File: src/rtl/mem_arbiter_if.sv
// Bus bundle between the CPU-side requesters, the RAM/IO port
// and the byte-serial memory arbiter.
interface mem_arbiter_if;
    logic        io_buffer_full;
    logic [7:0]  mem_din;
    logic [7:0]  mem_dout;
    logic [31:0] mem_a;
    logic        mem_wr;
    logic        flush;
    logic        if_req;
    logic [31:0] if_addr;
    logic        if_done;
    logic [31:0] if_data;
    logic        lsb_req;
    logic        lsb_wr;
    logic [1:0]  lsb_size;
    logic [31:0] lsb_addr;
    logic [31:0] lsb_wdata;
    logic        lsb_done;
    logic [31:0] lsb_rdata;

    modport slave (
        input  io_buffer_full, mem_din, flush,
               if_req, if_addr,
               lsb_req, lsb_wr, lsb_size,
               lsb_addr, lsb_wdata,
        output mem_dout, mem_a, mem_wr,
               if_done, if_data,
               lsb_done, lsb_rdata
    );

    modport master (
        output io_buffer_full, mem_din, flush,
               if_req, if_addr,
               lsb_req, lsb_wr, lsb_size,
               lsb_addr, lsb_wdata,
        input  mem_dout, mem_a, mem_wr,
               if_done, if_data,
               lsb_done, lsb_rdata
    );
endinterface

File: src/rtl/mem_arbiter.sv
// Shares the 8-bit RAM bus between instruction fetch and the
// load/store buffer, serialising 1/2/4-byte accesses.
module mem_arbiter (
    input  logic         clk,
    input  logic         rst,
    input  logic         rdy,
    mem_arbiter_if.slave bus
);
    localparam logic [1:0] IO_HI = 2'b11;

    typedef enum logic [2:0] {
        IDLE, IF_RD, LS_RD, LS_WR, TAIL
    } state_t;

    state_t      state;
    state_t      state_nx;
    logic [1:0]  cnt;
    logic [1:0]  nm1;
    logic [1:0]  cm1;
    logic [1:0]  lsb_nm1;
    logic [1:0]  io_hold;
    logic [31:0] base;
    logic [31:0] wdata;
    logic [31:0] asm_q;
    logic [31:0] last_word;
    logic        src_if;
    logic        io_st;
    logic        if_done;
    logic        lsb_done;
    logic [31:0] if_data;
    logic [31:0] lsb_rdata;
    logic        lsb_io;
    logic        lsb_ok;
    logic        if_ok;
    logic        grant_lsb;
    logic        grant_if;
    logic        last;
    logic        busy;

    always_comb begin
        lsb_nm1 = 2'd3;
        unique case (1'b1)
            bus.lsb_size == 2'b00: lsb_nm1 = 2'd0;
            bus.lsb_size == 2'b01: lsb_nm1 = 2'd1;
            default:               lsb_nm1 = 2'd3;
        endcase
    end

    assign lsb_io    = bus.lsb_addr[17:16] == IO_HI;
    assign cm1       = cnt - 2'd1;
    assign last      = cnt == nm1;
    assign last_word = asm_q
                     | ({24'd0, bus.mem_din} << {nm1, 3'b000});

    // io_hold covers the cycles io_buffer_full needs to reflect an
    // IO store that just completed.
    assign lsb_ok = bus.lsb_req && !lsb_done && !bus.flush
                 && io_hold == 2'b00
                 && !(bus.lsb_wr && lsb_io && bus.io_buffer_full);
    assign if_ok  = bus.if_req && !if_done && !bus.flush;

    always_comb begin
        state_nx  = state;
        grant_lsb = 1'b0;
        grant_if  = 1'b0;
        unique case (state)
            IDLE: begin
                if (lsb_ok) begin
                    grant_lsb = 1'b1;
                    state_nx  = bus.lsb_wr ? LS_WR : LS_RD;
                end else if (if_ok) begin
                    grant_if = 1'b1;
                    state_nx = IF_RD;
                end
            end
            IF_RD, LS_RD: begin
                if (bus.flush)
                    state_nx = IDLE;
                else if (last)
                    state_nx = TAIL;
            end
            LS_WR:   if (last) state_nx = IDLE;
            TAIL:    state_nx = IDLE;
            default: state_nx = IDLE;
        endcase
    end

    assign busy = state inside {IF_RD, LS_RD, LS_WR};

    assign bus.mem_a     = busy ? base + {30'd0, cnt} : 32'd0;
    assign bus.mem_wr    = state == LS_WR && rdy;
    assign bus.mem_dout  = state == LS_WR
                         ? wdata[{cnt, 3'b000} +: 8] : 8'd0;
    assign bus.if_done   = if_done;
    assign bus.if_data   = if_data;
    assign bus.lsb_done  = lsb_done;
    assign bus.lsb_rdata = lsb_rdata;

    always_ff @(posedge clk) begin
        if (rst) begin
            state     <= IDLE;
            cnt       <= 2'd0;
            nm1       <= 2'd0;
            io_hold   <= 2'd0;
            base      <= 32'd0;
            wdata     <= 32'd0;
            asm_q     <= 32'd0;
            src_if    <= 1'b0;
            io_st     <= 1'b0;
            if_done   <= 1'b0;
            lsb_done  <= 1'b0;
            if_data   <= 32'd0;
            lsb_rdata <= 32'd0;
        end else if (rdy) begin
            state    <= state_nx;
            if_done  <= 1'b0;
            lsb_done <= 1'b0;
            io_hold  <= {1'b0, io_hold[1]};
            unique case (state)
                IDLE: begin
                    if (grant_lsb || grant_if) begin
                        base   <= grant_lsb ? bus.lsb_addr
                                            : bus.if_addr;
                        nm1    <= grant_lsb ? lsb_nm1 : 2'd3;
                        wdata  <= bus.lsb_wdata;
                        src_if <= grant_if;
                        io_st  <= grant_lsb && bus.lsb_wr
                               && lsb_io;
                        cnt    <= 2'd0;
                        asm_q  <= 32'd0;
                    end
                end
                IF_RD, LS_RD: begin
                    if (cnt != 2'd0)
                        asm_q[{cm1, 3'b000} +: 8] <= bus.mem_din;
                    cnt <= cnt + 2'd1;
                end
                LS_WR: begin
                    cnt <= cnt + 2'd1;
                    if (last) begin
                        lsb_done <= 1'b1;
                        if (io_st)
                            io_hold <= 2'b11;
                    end
                end
                TAIL: begin
                    if (!bus.flush) begin
                        if (src_if) begin
                            if_done <= 1'b1;
                            if_data <= last_word;
                        end else begin
                            lsb_done  <= 1'b1;
                            lsb_rdata <= last_word;
                        end
                    end
                end
                default: ;
            endcase
        end
    end
endmodule

File: src/flat_wrapper.sv
// flat-port wrapper written by rule: the top's interface ports become plain ports
module mem_arbiter_flat 
  (clk, rst, rdy, bus_io_buffer_full, bus_mem_din, bus_flush, bus_if_req, bus_if_addr, bus_lsb_req, bus_lsb_wr, bus_lsb_size, bus_lsb_addr, bus_lsb_wdata, bus_mem_dout, bus_mem_a, bus_mem_wr, bus_if_done, bus_if_data, bus_lsb_done, bus_lsb_rdata);
  mem_arbiter_if bus_i ();
  input  logic clk;
  input  logic rst;
  input  logic rdy;
  input wire logic [$bits(bus_i.io_buffer_full)-1:0] bus_io_buffer_full;
  input wire logic [$bits(bus_i.mem_din)-1:0] bus_mem_din;
  input wire logic [$bits(bus_i.flush)-1:0] bus_flush;
  input wire logic [$bits(bus_i.if_req)-1:0] bus_if_req;
  input wire logic [$bits(bus_i.if_addr)-1:0] bus_if_addr;
  input wire logic [$bits(bus_i.lsb_req)-1:0] bus_lsb_req;
  input wire logic [$bits(bus_i.lsb_wr)-1:0] bus_lsb_wr;
  input wire logic [$bits(bus_i.lsb_size)-1:0] bus_lsb_size;
  input wire logic [$bits(bus_i.lsb_addr)-1:0] bus_lsb_addr;
  input wire logic [$bits(bus_i.lsb_wdata)-1:0] bus_lsb_wdata;
  output wire logic [$bits(bus_i.mem_dout)-1:0] bus_mem_dout;
  output wire logic [$bits(bus_i.mem_a)-1:0] bus_mem_a;
  output wire logic [$bits(bus_i.mem_wr)-1:0] bus_mem_wr;
  output wire logic [$bits(bus_i.if_done)-1:0] bus_if_done;
  output wire logic [$bits(bus_i.if_data)-1:0] bus_if_data;
  output wire logic [$bits(bus_i.lsb_done)-1:0] bus_lsb_done;
  output wire logic [$bits(bus_i.lsb_rdata)-1:0] bus_lsb_rdata;
  assign bus_i.io_buffer_full = bus_io_buffer_full;
  assign bus_i.mem_din = bus_mem_din;
  assign bus_i.flush = bus_flush;
  assign bus_i.if_req = bus_if_req;
  assign bus_i.if_addr = bus_if_addr;
  assign bus_i.lsb_req = bus_lsb_req;
  assign bus_i.lsb_wr = bus_lsb_wr;
  assign bus_i.lsb_size = bus_lsb_size;
  assign bus_i.lsb_addr = bus_lsb_addr;
  assign bus_i.lsb_wdata = bus_lsb_wdata;
  assign bus_mem_dout = bus_i.mem_dout;
  assign bus_mem_a = bus_i.mem_a;
  assign bus_mem_wr = bus_i.mem_wr;
  assign bus_if_done = bus_i.if_done;
  assign bus_if_data = bus_i.if_data;
  assign bus_lsb_done = bus_i.lsb_done;
  assign bus_lsb_rdata = bus_i.lsb_rdata;
  mem_arbiter u_core (.clk(clk), .rst(rst), .rdy(rdy), .bus(bus_i));
endmodule
File: config.mk
export PLATFORM = sky130hd
export DESIGN_NAME = mem_arbiter_flat
export DESIGN_NICKNAME = d
export VERILOG_FILES = /design/src/rtl/mem_arbiter_if.sv /design/src/rtl/mem_arbiter.sv /design/src/flat_wrapper.sv
export SDC_FILE = /design/constraint.sdc
export NUM_CORES = 1
export LEC_CHECK = 0
export ABC_CLOCK_PERIOD_IN_PS = 2800
export BUFFER_PORTS_ARGS = -buffer_cell sky130_fd_sc_hd__buf_4
export CORE_MARGIN = 1
export CORE_UTILIZATION = 48
export DETAILED_ROUTE_END_ITERATION = 8
export PLACE_DENSITY = 0.77
export SETUP_SLACK_MARGIN = 0.15
export SYNTH_ARGS = -nofsm -noshare
export SYNTH_HDL_FRONTEND = slang
export SYNTH_SLANG_ARGS = --single-unit
File: constraint.sdc
create_clock -name clk -period 2.8 [get_ports clk]
set_input_delay 0.14 -clock clk [delete_from_list [all_inputs] [get_ports clk]]
set_output_delay 0.14 -clock clk [all_outputs]
set_load 0.01 [all_outputs]
==> run summary <==
==================================================================================================
Setup TNS after final layout                                                                  0 ns
Clock tree from TritonCTS                                                                      yes
Endpoint required time on the critical path                                                2.66 ns
Mean number of vias per cell                                                                  5.58
Post-Syn Instances                                                                             981
Worst slack, placed                                                                       0.270 ns
Clock transition time at the flip-flop clock pins of the worst setup and hold paths        0.07 ns
Share of total power in sequential cells                                                     0.446
H-Tree Depth                                                                                     4
Worst Setup EP                                                                        bus_mem_a[20]
Remaining global-route overflow                                                                  0
Top fanout value on the critical path                                                            4
Boundary pin count                                                                             221
Clock buffers created by TritonCTS                                                              17
Max-cap check violation count                                                                    0
Max Buffers Root-to-Sink                                                                         2
Antenna violation net count after detailed routing                                               0
Max frequency                                                                              375 MHz
Setup slack of the worst register-to-register path                                         0.28 ns
Unique cell type count in the Yosys netlist                                                     48
Number of max-slew violations in the final report                                                0
Post-layout nets                                                                              1354
Area of the die                                                                        0.0173 mm^2
Result of the run                                                                        completed
Die X-Extent                                                                                132 um
Syn. warnings                                                                                    0
Post-detailed-route wirelength per cell                                                    16.5 um
Launch point of the worst reg-to-reg path                                             u_core.bus.lsb_done
Cell Int Power                                                                             4.29 mW
Number of rows created at floorplan                                                             47
Smallest setup slack after layout                                                         0.136 ns
Wire length of the first global-routing pass                                              38800 um
Global-route total usage across every layer                                                  0.279
Largest net degree at the start of global routing                                               76
Die height                                                                                  132 um
Overall power consumption                                                                  5.89 mW
Combinational power share                                                                    0.149
Proportion of layout cells with a drive suffix above 1                                       0.249
CP Capture Type                                                                       primary output
Class of the most critical setup path                                                      reg2out
Routed wire length                                                                        24200 um
Weighted congestion at the end of routability-driven global placement                        0.885
Effective utilization at floorplan                                                           0.488
Number of fill cells in the layout                                                            1294
Area added between synthesis and finish                                                      39.7%
Drt initial violations                                                                         623
Launching element of the worst setup path                                             u_core.base[0]
Floorplan core area                                                                    0.0165 mm^2
DPL Wire Length                                                                           15800 um
Final Util                                                                                   0.682
Number of cells after detailed placement                                                      1361
Placed instance area                                                                  0.00992 mm^2
Setup Viol. Count Final                                                                          0
Relative slew slack                                                                          0.482
Area of the mapped netlist                                                            0.00807 mm^2
Most frequent cells in the layout                                                     buf_4 (236), dfxtp_1 (171), nor2_1 (137), a21oi_1 (118), nand2_1 (114)
Total non-filler cell area in the finished layout                                      0.0113 mm^2
Number of antenna violations at the first check in global routing                                0
Footprint of the flip-flops and latches                                               0.00347 mm^2
Via count of the routed design                                                                8175
CP startpoint kind                                                                        register
Most common cell after layout, fill and taps aside                                           buf_4
Critical Path AT                                                                           2.52 ns
Average cell area after synthesis                                                        8.23 um^2
Depth of the worst register-to-register path                                                     7
CTS Root Buffer Type                                                                     clkbuf_16
Power density over the cells                                                           523 mW/mm^2
P_leak                                                                                     4.46 nW
RSZ-0062 raised after global routing                                                          true
P_sw                                                                                       1.60 mW
Syn Nets                                                                                      1103
Fin. Hold Viols                                                                                  0
Clk network pwr share                                                                        0.404
Number of design rule violations left after detail routing                                       0
Switching fraction of total power                                                            0.271
End of the worst register-to-register path                                            u_core.nm1[0]
Area taken by multi-input logic gates                                                 0.00430 mm^2
Drt pass-1 iters                                                                                 7
Number of instances on the worst hold path                                                       3
Final critical-path required period                                                        2.66 ns
Number of global-route vias before repair                                                     7635
Clk_lat worst skew                                                                         0.44 ns
Count of port buffers added during placement                                                   220
Filler-free cell count of the finished design                                                 1465
Actual transition at the worst max-transition pin                                         0.777 ns
Max rail drop VDD                                                                         0.471 mV
Clock tree skew after final layout                                                      0.00955 ns
Hold Path Class                                                                             in2reg
Hold Slack                                                                               0.0381 ns
Share of the yosys chip area belonging to registers                                          0.429
Flip-flop and latch count after synthesis                                                      173
# clock sinks                                                                                  173
Share of the clock period used by the worst path after layout                                0.952
==================================================================================================
-- synth_stat cells (all sizes together) --
library cell	instances	area share
a211oi	97	0.090
a21o	2	0.0019
a21oi	119	0.074
a221oi	2	0.0029
a41o	8	0.0099
a41oi	1	0.0011
and2	3	0.0023
and3	2	0.0016
and4	3	0.0033
buf	35	0.020
clkbuf	43	0.020
dfxtp	173	0.43
fa	1	0.0025
ha	7	0.011
inv	18	0.0084
maj3	4	0.0050
mux2i	3	0.0037
mux4	8	0.022
nand2	114	0.053
nand2b	17	0.013
nand3	15	0.0093
nand3b	2	0.0019
nand4	15	0.012
nor2	139	0.065
nor2b	37	0.029
nor3	13	0.012
nor3b	3	0.0034
nor4	3	0.0031
nor4b	3	0.0048
o21ai	28	0.017
o221ai	1	0.0011
o31ai	2	0.0019
o41ai	24	0.026
or2	1	0.00078
or3	3	0.0023
or4b	1	0.0017
xnor2	5	0.0054
xor2	26	0.028
-- how the worst min path moves through the flow --
stage | from | to | slack (ns)
finish | bus_lsb_addr[7] | u_core.base[7] | 0.04
global route | bus_lsb_addr[14] | u_core.base[14] | 0.03
CTS | bus_lsb_addr[4] | u_core.base[4] | 0.02
detailed placement | bus_lsb_wdata[15] | u_core.wdata[15] | 0.40
global placement | bus_lsb_wdata[22] | u_core.wdata[22] | 0.39
floorplan | bus_lsb_wdata[0] | u_core.wdata[0] | 0.28
-- state kept, by name (all words and copies together) (netlist names) --
name	count
u_core.asm_q	32
u_core.base	32
u_core.bus.if_data	32
u_core.bus.if_done	1
u_core.bus.lsb_done	1
u_core.bus.lsb_rdata	32
u_core.cnt	2
u_core.io_hold	2
u_core.io_st	1
u_core.nm1	2
u_core.src_if	1
u_core.state	3
u_core.wdata	32
-- what timing repair did --
item | CTS | global route
gates cloned | 1 | 0
pin swaps | 1 | 0
hold buffers | 67 | 0
resized for setup | 4 | 11
endpoints found under the hold margin | 66 | 0
endpoints found under the setup margin | 14 | 21
setup buffers | 3 | 1
-- kinds of logic (layout without fill, tap and decap cells) --
logic type      Yosys count  in the layout  share of synthesized area
simple gates            374            374                      0.218
compound gates          284            284                      0.227
other cells               0              1                          0
buf+inv                  96            359                     0.0485
mux                      11             11                     0.0261
flops                   173            173                      0.429
fa+ha+maj                12             12                     0.0183
xor+xnor                 31             31                     0.0336
-- worst max-delay path: stages, from the launching register on --
cell and delay, ns:
dfxtp_2 0.35, ha_4 0.14, inv_2 0.03, fa_2 0.33, nand3b_1 0.24, nor4_4 0.26
buf_4 0.21, nand3_2 0.08, xor2_1 0.15, nor2_1 0.13, buf_4 0.16
-- layout make-up --
type / count / area share
flip-flops and latches: 173 / 0.308
multi-input cells: 712 / 0.381
diodes: 1 / 0.000222
clock buffers: 19 / 0.0402
clock inverters: 12 / 0.0120
repair buffers: 310 / 0.228
inverters: 18 / 0.00600
well taps: 220 / 0.0244
-- layer usage --
layer  wire length [um]  vias up  track usage
li1                   -     3974            -
met1               9950     3783        0.341
met2              11800      348        0.461
met3               1720       70       0.0710
met4                751        0        0.123
met5                  0        -            0
-- power groups by stage --
stage | Combinational, mW | Clock (mW) | Sequential [mW]
floorplan | 0.494 | 0 | 2.65
global placement | 0.772 | 0 | 2.68
detailed placement | 0.784 | 0 | 2.68
CTS | 0.863 | 2.42 | 2.63
global route | 0.961 | 2.51 | 2.64
finish | 0.881 | 2.38 | 2.63
Note: power is estimated with default switching activity, not from simulation.
